===== src/rtl/mem_port_arbiter.sv =====
// Round-robin arbiter and sequencer for the shared memory port.
// Grants one requester at a time and drives the read/write strobes.
module mem_port_arbiter #(
   parameter int unsigned RD_LAT = 3
) (
   input  logic        clk,
   input  logic        reset,
   input  logic        m0_req,
   input  logic        m0_we,
   input  logic [31:0] m0_addr,
   input  logic [31:0] m0_wdata,
   output logic        m0_gnt,
   output logic        m0_rvalid,
   output logic [31:0] m0_rdata,
   input  logic        m1_req,
   input  logic        m1_we,
   input  logic [31:0] m1_addr,
   input  logic [31:0] m1_wdata,
   output logic        m1_gnt,
   output logic        m1_rvalid,
   output logic [31:0] m1_rdata,
   output logic [31:0] mem_addr,
   output logic [31:0] mem_write_data,
   output logic        mem_read,
   output logic        mem_write,
   input  logic [31:0] mem_read_data
);

   typedef enum logic [1:0] {
      IDLE = 2'd0,
      RD   = 2'd1,
      WR   = 2'd2
   } state_e;

   localparam logic [3:0] CNT_LOAD = 4'(RD_LAT - 1);

   state_e      state_q;
   logic [3:0]  cnt_q;
   logic        last_q;
   logic        owner_q;
   logic [31:0] addr_q;
   logic [31:0] wdata_q;
   logic        rd_q;
   logic        wr_q;
   logic        rvalid0_q;
   logic        rvalid1_q;
   logic [31:0] rdata0_q;
   logic [31:0] rdata1_q;

   logic        win0;
   logic        win1;
   logic        can_gnt;
   logic        gnt0;
   logic        gnt1;
   logic        we_d;
   logic [31:0] addr_d;
   logic [31:0] wdata_d;

   // On contention the requester that did not win last time goes first.
   always_comb begin
      win0    = m0_req & (~m1_req | last_q);
      win1    = m1_req & (~m0_req | ~last_q);
      can_gnt = (state_q == IDLE) & ~reset;
      gnt0    = can_gnt & win0;
      gnt1    = can_gnt & win1;
      we_d    = gnt1 ? m1_we : m0_we;
      addr_d  = gnt1 ? m1_addr : m0_addr;
      wdata_d = gnt1 ? m1_wdata : m0_wdata;
   end

   always_ff @(posedge clk) begin
      if (reset) begin
         state_q   <= IDLE;
         cnt_q     <= 4'd0;
         last_q    <= 1'b1;
         owner_q   <= 1'b0;
         addr_q    <= 32'd0;
         wdata_q   <= 32'd0;
         rd_q      <= 1'b0;
         wr_q      <= 1'b0;
         rvalid0_q <= 1'b0;
         rvalid1_q <= 1'b0;
         rdata0_q  <= 32'd0;
         rdata1_q  <= 32'd0;
      end else begin
         rvalid0_q <= 1'b0;
         rvalid1_q <= 1'b0;
         unique case (state_q)
            IDLE: begin
               if (gnt0 | gnt1) begin
                  last_q  <= gnt1;
                  owner_q <= gnt1;
                  addr_q  <= addr_d;
                  if (we_d) begin
                     wdata_q <= wdata_d;
                     wr_q    <= 1'b1;
                     state_q <= WR;
                  end else begin
                     rd_q    <= 1'b1;
                     cnt_q   <= CNT_LOAD;
                     state_q <= RD;
                  end
               end
            end
            RD: begin
               if (cnt_q == 4'd0) begin
                  rd_q    <= 1'b0;
                  state_q <= IDLE;
                  if (owner_q) begin
                     rdata1_q  <= mem_read_data;
                     rvalid1_q <= 1'b1;
                  end else begin
                     rdata0_q  <= mem_read_data;
                     rvalid0_q <= 1'b1;
                  end
               end else begin
                  cnt_q <= cnt_q - 4'd1;
               end
            end
            WR: begin
               wr_q    <= 1'b0;
               state_q <= IDLE;
            end
            default: begin
               rd_q    <= 1'b0;
               wr_q    <= 1'b0;
               state_q <= IDLE;
            end
         endcase
      end
   end

   assign m0_gnt         = gnt0;
   assign m1_gnt         = gnt1;
   assign m0_rvalid      = rvalid0_q;
   assign m1_rvalid      = rvalid1_q;
   assign m0_rdata       = rdata0_q;
   assign m1_rdata       = rdata1_q;
   assign mem_addr       = addr_q;
   assign mem_write_data = wdata_q;
   assign mem_read       = rd_q;
   assign mem_write      = wr_q;

endmodule


===== config.mk =====
export PLATFORM = sky130hd
export DESIGN_NAME = mem_port_arbiter
export DESIGN_NICKNAME = d
export VERILOG_FILES = /design/src/rtl/mem_port_arbiter.sv
export SDC_FILE = /design/constraint.sdc
export NUM_CORES = 1
export LEC_CHECK = 0
export CORE_AREA = 2 2 118 120
export CTS_CLUSTER_DIAMETER = 150
export CTS_CLUSTER_SIZE = 25
export DETAILED_ROUTE_END_ITERATION = 7
export DIE_AREA = 0 0 120 122
export DONT_BUFFER_PORTS = 1
export SLEW_MARGIN = 10
export SYNTH_ARGS = -nofsm -noshare
export SYNTH_HDL_FRONTEND = slang
export SYNTH_SLANG_ARGS = --single-unit

===== constraint.sdc =====
create_clock -name clk -period 4.2 [get_ports clk]
set_input_delay 0.21 -clock clk [delete_from_list [all_inputs] [get_ports clk]]
set_output_delay 0.21 -clock clk [all_outputs]
set_load 0.1 [all_outputs]

==> results.sh, run 1 <==
export IMPL_status="finished clean"
export IMPL_ys_ff_latch=140
export IMPL_power_density_nw_per_um2=531
export IMPL_track_usage_pct=19.8
export IMPL_skew_ps=14.1
export IMPL_tns_ps=0
export IMPL_drc=0
export IMPL_drv_cap=0
export IMPL_critPathMaxFanout=98
export IMPL_cts_root_buf="clkbuf_16"
export IMPL_synth_top_cell_area_share_pct=47.2
export IMPL_yosysSeqAreaShare_pct=47.2
export IMPL_min_period_ps=2570
export IMPL_hpwl_um=9690
export IMPL_synthToLayoutAreaGrowth_pct=18.3
export IMPL_setup_viol=0
export IMPL_syn_num_nets=796
export IMPL_worstPathRequired_ps=3990
export IMPL_ys_top_cells_by_count="dfxtp_1, nand2_1, a21oi_1"
export IMPL_min_period_over_period_pct=61.2
export IMPL_drt_iter0_markers=246
export IMPL_postSynthAreaPerCell_um2=9.45
export IMPL_synth_cell_types=40
export IMPL_cts_buffers_inserted=17
export IMPL_grt_pass1_vias=4477
export IMPL_routedWlPerCell_um=17.6
export IMPL_netlist_area_um2=5940
export IMPL_rows=43
export IMPL_synth_warnings=0
export IMPL_timing_final_max_slew_violations=0
export IMPL_ir_drop_uv=260
export IMPL_diodes=0
export IMPL_vias_per_cell=5.46
export IMPL_drive_above_1_share_pct=14.1
export IMPL_multi_input_area_um2=2790
export IMPL_start_util_pct=44.0
export IMPL_antenna_found_initial=0
export IMPL_post_cts_buffers=0
export IMPL_gp_congestion=0.855
export IMPL_nNetsFinal=824
export IMPL_tightest_slew_ps=1210
export IMPL_io_pins=300
export IMPL_endpoint_kind="primary output"
export IMPL_start_kind="flop"
export IMPL_fp_dieH_um=122
export IMPL_cts_tree="done"
export IMPL_synth_edf_count=0
export IMPL_ant_nets=0
export IMPL_clkTransAtPathRegs_ps=50
export IMPL_hold_path_class="in2reg"
export IMPL_fp_dieW_um=120
export IMPL_async_flop_share_pct=0
export IMPL_yosysMostFrequentCell="dfxtp_1"
export IMPL_slew_headroom_pct=19.1
export IMPL_nFillCells=1177
export IMPL_htree_levels=4
export IMPL_syn_inst=629
export IMPL_overflow=0
export IMPL_synth_top_area_cell="dfxtp_1"
export IMPL_rsz0062_at_grt="no"
export IMPL_core_region_area_um2=13500
export IMPL_clockBufferDepth=2
export IMPL_num_vias=4632
export IMPL_ys_top_cells_by_area="dfxtp_1, mux2i_1, nand2_1, a211oi_2, a21oi_1"
export IMPL_dr_pass1_iters=4
export IMPL_power_leakage_nw=2.73
export IMPL_max_freq_mhz=389
export IMPL_io_buffer_count=0
export IMPL_clkSinkCount=140
export IMPL_wl_um=14900
export IMPL_hold_viol_final=0
export IMPL_p_total_mw=3.74
export IMPL_arrival_ps=2360
export IMPL_grt_max_degree=140
export IMPL_seq_area_um2=2800
export IMPL_dieArea_um2=14600
export IMPL_synthFlopType="dfxtp_1"
export IMPL_grt_pass1_wl_um=22900
export IMPL_clock_latency_ps=420
export IMPL_critical_path_class="reg2out"
## layer usage
metal  vias up  GRT usage, %  routed length (µm)  part of all wire (%)
met5         -             0                   0                     0
met4         0          8.75                 299                   2.0
met1      2152          21.7                5770                    39
li1       2248             -                   -                     -
met2       209          33.2                7520                    50
met3        23          8.94                1330                   8.9
## layout make-up
| class | count | area share, % |
|---|---|---|
| Tap cell | 180 | 3.20 |
| Clock inverter | 10 | 1.64 |
| Clock buffer | 21 | 6.55 |
| Sequential cell | 140 | 39.9 |
| Multi-Input combinational cell | 432 | 39.6 |
| Inverter | 4 | 0.214 |
| Timing Repair Buffer | 62 | 8.87 |
## cells in the final DEF, fill, tap and decap left out, drive strengths merged, types with 2 or more instances in the layout
cell           n
a211o          2
a211oi        64
a21oi        102
buf            7
bufinv         2
clkbuf        21
clkinv         4
clkinvlp       3
dfxtp        140
dlygate4sd3   55
inv            5
mux2i         65
nand2        134
nand3          2
nand3b         2
nor2          40
nor3b          2
o21ai          2
## critical path: stages (launching register included)
cell and delay, ps:
dfxtp_1 380, nor3_4 310, nand2_4 640, inv_1 290, buf_4 330
## sequential cells by signal (all words and copies together) (netlist names)
name            count
m0_rdata           32
m1_rdata           32
mem_addr           32
mem_write_data     32
cnt_q               4
state_q             2
last_q              1
m0_rvalid           1
m1_rvalid           1
mem_read            1
mem_write           1
owner_q             1
## stage by stage
step	util (%)	cell area [µm²]	setup slack, ps	hold slack [ps]	instances
floorplan	-	5940	2380	346	629
global placement	43.5	5870	2010	289	762
detailed placement	43.5	5870	1860	292	762
CTS	52.0	7030	1550	1.23	849
global route	52.0	7030	1380	2.99	849
finish	52.0	7030	1630	21.7	849
## path summary, 6_finish.rpt
path,startpoint,cells past startpoint,to,slack (ps)
worst min-delay path,m1_addr[5],2,mem_addr[5],20
worst max-delay path,state_q[1],4,m1_gnt,1630
worst max register to register,state_q[1],4,mem_write_data[7],2010
worst min register to register,last_q,1,last_q,540
## power by group
group          total (mW)  internal (mW)  switching [mW]  leakage, nW
logic               0.345          0.152           0.193         1.32
clock network        1.45          0.901           0.551        0.275
registers            1.94           1.40           0.538         1.14
## cell families after synthesis
group           Yosys count  synth area share (%)
simple gates            190                  13.6
buf+inv                  57                  6.06
flops                   140                  47.2
compound gates          175                  21.7
mux                      66                  11.2
fa+ha+maj                 1                 0.210
## repair_timing
action,in CTS,in global routing
hold endpoints to repair,139,0
hold buffers,56,0
gates resized for setup,0,0
No activity file was read; power rests on OpenSTA's default activity.
==> run 2: changes to the inputs <==
- ABC_AREA: default -> 1
- CORE_AREA: 2 2 118 120 -> 2 2 116 118
- DIE_AREA: 0 0 120 122 -> 0 0 118 120
- clock period: 4.2 -> 2.27 ns (I/O delays scaled with it)
==> run 2 against run 1 <==
Against the previous run: flip-flop and latch count did not move; cell area grew 25%; sequential share of layout area shrank 7.9 points; wire length up 30%; die area down 3.3%; critical path type is now reg2reg; largest power group unchanged.
==> results.sh, run 2 <==
export IMPL_max_freq_mhz=464
export IMPL_power_leakage_nw=3.91
export IMPL_stdcell_area_um2=8760
export IMPL_synthFlopType="dfxtp_1"
export IMPL_endpoint_kind="flop"
export IMPL_post_cts_buffers=0
export IMPL_fp_dieH_um=120
export IMPL_core_region_area_um2=13000
export IMPL_netlist_area_um2=5630
export IMPL_hold_viol_final=0
export IMPL_synthToLayoutAreaGrowth_pct=55.5
export IMPL_ys_ff_latch=140
export IMPL_vias_per_cell=5.18
export IMPL_wl_um=19400
export IMPL_post_dp_cell_area_um2=6710
export IMPL_yosysSeqAreaShare_pct=49.8
export IMPL_mostFrequentLayoutCells="nor2_1, nand2_1, dlygate4sd3_1, dfxtp_1, buf_4"
export IMPL_cts_buffers_inserted=17
export IMPL_layout_setup_ws_ps=114
export IMPL_grt_max_degree=102
export IMPL_min_period_over_period_pct=95.0
export IMPL_path_cells="inv_2, nand2_1, nor2_4, nand2_4, nand2_1, inv_2, buf_12, nor2_1, o21ai_0, dlygate4sd3_1, a21oi_1"
export IMPL_cts_root_buf="clkbuf_16"
export IMPL_ir_drop_uv=453
export IMPL_grt_pass1_wl_um=30700
export IMPL_rsz0062_at_grt="no"
export IMPL_syn_num_nets=984
export IMPL_synth_cell_types=22
export IMPL_synth_top_area_cell="dfxtp_1"
export IMPL_postSynthAreaPerCell_um2=6.89
export IMPL_path_depth=11
export IMPL_diodes=0
export IMPL_hpwl_um=11800
export IMPL_cpPeakStageDelay_ps=580
export IMPL_min_period_ps=2160
export IMPL_worstPathRequired_ps=2600
export IMPL_gp_congestion=0.891
export IMPL_power_density_nw_per_um2=864
export IMPL_drt_iter0_markers=442
export IMPL_synth_top_cell_area_share_pct=49.8
export IMPL_clock_latency_ps=410
export IMPL_rows=42
export IMPL_final_cells=1258
export IMPL_synth_edf_count=0
export IMPL_critPathTopFamily="buffers and inverters"
export IMPL_drv_cap=0
export IMPL_setup_viol=0
export IMPL_antenna_found_initial=0
export IMPL_ant_nets=0
export IMPL_fp_dieW_um=118
export IMPL_hold_path_class="in2reg"
export IMPL_io_buffer_count=0
export IMPL_syn_inst=817
export IMPL_async_flop_share_pct=0
export IMPL_clockBufferDepth=2
export IMPL_drive_above_1_share_pct=17.1
export IMPL_ys_top_cells_by_count="nor2_1, nand2_1, dfxtp_1"
export IMPL_final_common_cell="nor2_1"
export IMPL_grt_pass1_vias=6532
export IMPL_clkSinkCount=140
export IMPL_nFillCells=1037
export IMPL_hold_slack_ps=2.98
export IMPL_cp_slowest_cell="dlygate4sd3_1"
export IMPL_final_core_util_pct=67.5
export IMPL_track_usage_pct=26.9
export IMPL_tightest_slew_ps=984
export IMPL_dieArea_um2=14200
export IMPL_critical_path_class="reg2reg"
export IMPL_ys_top_cells_by_area="dfxtp_1, nor2_1, nand2_1, o21ai_0, a21oi_1"
export IMPL_synth_warnings=0
export IMPL_critPathMaxFanout=64
export IMPL_start_util_pct=43.4
export IMPL_tns_ps=0
export IMPL_num_vias=6512
export IMPL_nNetsFinal=1236
export IMPL_io_pins=300
export IMPL_yosysMostFrequentCell="nor2_1"
export IMPL_arrival_ps=2490
export IMPL_pre_cts_ws_ps=248
export IMPL_start_kind="flop"
export IMPL_overflow=0
export IMPL_drc=0
export IMPL_dp_cells=1081
export IMPL_ff2ff_path_depth=11
export IMPL_hold_depth=3
export IMPL_clkTransAtPathRegs_ps=60
export IMPL_skew_ps=6.22
export IMPL_htree_levels=4
export IMPL_dr_pass1_iters=5
export IMPL_routedWlPerCell_um=15.4
export IMPL_timing_final_max_slew_violations=0
export IMPL_cts_tree="done"
export IMPL_crit_buf_inv=4
export IMPL_status="finished clean"
export IMPL_p_total_mw=7.57
export IMPL_slew_headroom_pct=34.3
[run 2: cell types whose count changed after synthesis, moves of 10 or more]
cell / previous run / this run
a211oi_1: 26 / 0
a211oi_2: 38 / 0
a21oi_1: 93 / 35
buf_2: 6 / 27
buf_4: 11 / 0
buf_6: 10 / 0
inv_1: 4 / 15
mux2i_1: 65 / 0
nand2_1: 133 / 150
nor2_1: 39 / 268
o21ai_0: 2 / 104
o21ai_1: 0 / 25
[run 2: metal layers]
layer	track usage [%]	wire, µm
met1	28.9	7330
met2	46.2	9550
met3	8.03	1570
met4	17.5	911
met5	0	0
[run 2: where the power goes]
group          total (mW)  switching (mW)  internal [mW]  leakage (nW)
combinational        2.23            1.66          0.569          2.50
sequential           2.68          0.0638           2.62          1.14
clock                2.66            1.04           1.61         0.275
total                7.57            2.77           4.80          3.91
[run 2: path summary, 6_finish.rpt]
kind / startpoint / to / slack, ps
setup / recovery: state_q[1] / mem_addr[30] / 110
hold / removal: reset / owner_q / 3
setup reg to reg: state_q[1] / mem_addr[30] / 110
hold reg to reg: mem_addr[21] / mem_addr[21] / 470
[run 2: cell type report]
cell class              instances  area (µm²)  share of cell area, %
clock buffers                  17         425                   4.86
clock inverters                15         150                   1.71
inverters                      20        78.8                  0.900
multi-input cells             603        2530                   28.9
flip-flops and latches        140        2800                   32.0
well taps                     176         220                   2.51
repair buffers                287        2550                   29.1
[run 2: worst register-to-register path: stages, from the launching register on]
cell and delay, ps:
dfxtp_1 330, inv_2 60, nand2_1 80, nor2_4 130, nand2_4 130, nand2_1 150, inv_2 60, buf_12 190
nor2_1 140, o21ai_0 100, dlygate4sd3_1 580, a21oi_1 150
[run 2: repair_timing]
| item | 4_1_cts | 5_1_grt |
|---|---|---|
| gates resized for setup | 0 | 3 |
| endpoints found under the setup margin | 0 | 9 |
| hold buffers | 145 | 0 |
| endpoints found under the hold margin | 130 | 0 |
[run 2: cell families after synthesis]
logic type               share of synthesized area [%]
AND/OR/NAND/NOR                                   29.4
AO/OA/AOI/OAI                                     15.1
flip-flops                                        49.8
buffers and inverters                             5.53
adder cells (fa/ha/maj)                          0.222
==> run 3: changes to the inputs <==
- BUFFER_PORTS_ARGS: default -> -buffer_cell sky130_fd_sc_hd__buf_2
- CORE_AREA: 2 2 116 118 -> default
- CORE_MARGIN: default -> 2
- CORE_UTILIZATION: default -> 41
- CTS_BUF_LIST: default -> sky130_fd_sc_hd__clkbuf_16
- DIE_AREA: 0 0 118 120 -> default
- DONT_BUFFER_PORTS: 1 -> default
- PLACE_DENSITY: default -> 0.77
- REMOVE_ABC_BUFFERS: default -> 1
==> run 3 against run 2 <==
Against the previous run: core utilization down 5.1 points; register-to-register slack better by 380 ps; global-route usage down 3.2 points; worst setup slack better by 260 ps; non-clock buffer count up 76; maximum frequency up 14%; combinational power down 6%; first-iteration DRC count down 18%; highest routed layer unchanged.
==> results.sh, run 3 (synthesis results as in run 2) <==
export IMPL_min_period_ps=1890
export IMPL_grt_pass1_vias=5763
export IMPL_gp_congestion=0.813
export IMPL_clockPowerShare_pct=35.1
export IMPL_nNetsFinal=1312
export IMPL_rsz0062_at_grt="no"
export IMPL_slew_headroom_pct=43.7
export IMPL_ant_nets=0
export IMPL_rows=42
export IMPL_power_density_nw_per_um2=888
export IMPL_cp_slowest_cell="dlygate4sd3_1"
export IMPL_clkSinkCount=140
export IMPL_clockBufferDepth=2
export IMPL_critPathTopFamily="buffers and inverters"
export IMPL_tns_ps=0
export IMPL_mostFrequentLayoutCells="buf_2, nor2_1, nand2_1, dfxtp_1, o21ai_0"
export IMPL_cpPeakStageDelay_ps=560
export IMPL_routedWlPerCell_um=13.3
export IMPL_final_common_cell="buf_2"
export IMPL_hpwl_um=12400
export IMPL_worstPathRequired_ps=2160
export IMPL_antenna_found_initial=0
export IMPL_switching_power_mw=2.71
export IMPL_crit_buf_inv=5
export IMPL_ir_drop_uv=482
export IMPL_dp_cells=1252
export IMPL_num_vias=6323
export IMPL_skew_ps=7.21
export IMPL_fp_dieH_um=121
export IMPL_critPathMaxFanout=65
export IMPL_dr_pass1_iters=5
export IMPL_hold_viol_final=0
export IMPL_clkTransAtPathRegs_ps=60
export IMPL_drive_above_1_share_pct=30.1
export IMPL_intPower_mw=4.69
export IMPL_clock_latency_ps=410
export IMPL_setup_viol=0
export IMPL_cts_tree="done"
export IMPL_start_util_pct=42.2
export IMPL_core_region_area_um2=13300
export IMPL_p_total_mw=7.40
export IMPL_cts_resized=0
export IMPL_overflow=0
export IMPL_vias_per_cell=4.74
export IMPL_wl_um=17700
export IMPL_min_period_over_period_pct=83.5
export IMPL_final_cells=1334
export IMPL_endpoint_kind="primary output"
export IMPL_pwr_share_seq_pct=36.5
export IMPL_grt_max_degree=102
export IMPL_diodes=0
export IMPL_hold_depth=3
export IMPL_max_freq_mhz=528
export IMPL_swShare_pct=36.6
export IMPL_ff2ff_path_depth=9
export IMPL_path_depth=7
export IMPL_critical_path_class="in2out"
export IMPL_fp_dieW_um=121
export IMPL_drv_cap=0
export IMPL_synthToLayoutAreaGrowth_pct=47.9
export IMPL_io_pins=300
export IMPL_power_share_combinational_pct=28.4
export IMPL_postCtsHoldBufs=50
export IMPL_hold_path_class="in2reg"
export IMPL_htree_levels=4
export IMPL_io_buffer_count=299
export IMPL_drt_iter0_markers=362
export IMPL_path_common_cell="buf_12"
export IMPL_final_core_util_pct=62.4
export IMPL_arrival_ps=1780
export IMPL_power_leakage_nw=4.20
export IMPL_dieArea_um2=14700
export IMPL_timing_final_max_slew_violations=0
export IMPL_cts_buffers_inserted=17
export IMPL_track_usage_pct=23.7
export IMPL_grt_pass1_wl_um=27500
export IMPL_tightest_slew_ps=844
export IMPL_drc=0
export IMPL_path_cells="dlygate4sd3_1, buf_2, nor2_2, nand2_2, inv_2, buf_12, buf_12"
export IMPL_cts_root_buf="clkbuf_16"
export IMPL_post_cts_buffers=0
export IMPL_start_kind="input port"
export IMPL_status="finished clean"
-- run 3: power by group through the flow --
stage	combinational, mW	clock, mW	sequential [mW]
final	2.10	2.60	2.70
after global routing	2.23	2.75	2.72
after CTS	2.10	2.64	2.70
after detailed placement	2.03	0	2.75
after global placement	2.02	0	2.75
after floorplan	0.486	0	3.81
-- run 3: per-layer routing --
metal / vias to the layer above / wire [µm] / global-route usage (%)
li1: 3245 / - / -
met1: 2735 / 7320 / 27.5
met2: 297 / 8570 / 40.9
met3: 46 / 1190 / 5.92
met4: 0 / 667 / 11.4
met5: - / 0 / 0
-- run 3: worst paths after layout --
path / from / endpoint / slack (ps)
worst max-delay path: reset / m1_gnt / 380
worst min-delay path: m0_addr[18] / mem_addr[18] / 10
worst max register to register: cnt_q[0] / m1_rdata[29] / 490
worst min register to register: mem_read / mem_read / 450
-- run 3: layout make-up --
type | count | area (µm²)
tap | 176 | 220
inverter | 20 | 75.1
multi-input combinational | 603 | 2520
fill | 1180 | 5020
sequential | 140 | 2800
clock buffer | 17 | 425
timing repair buffer | 363 | 2150
clock inverter | 15 | 133
-- run 3: worst min-delay path: stages --
cell     delay, ps
buf_2           70
o21ai_0         80
a21oi_1        120
-- run 3: metrics by stage --
stage	cell area, µm²	setup WS [ps]	hold slack, ps
5_1_grt	8330	216	6.06
2_1_floorplan	5400	-527	183
4_1_cts	8330	377	0.128
6_report	8330	375	10.4
3_5_place_dp	7270	490	372
3_3_place_gp	7270	529	363
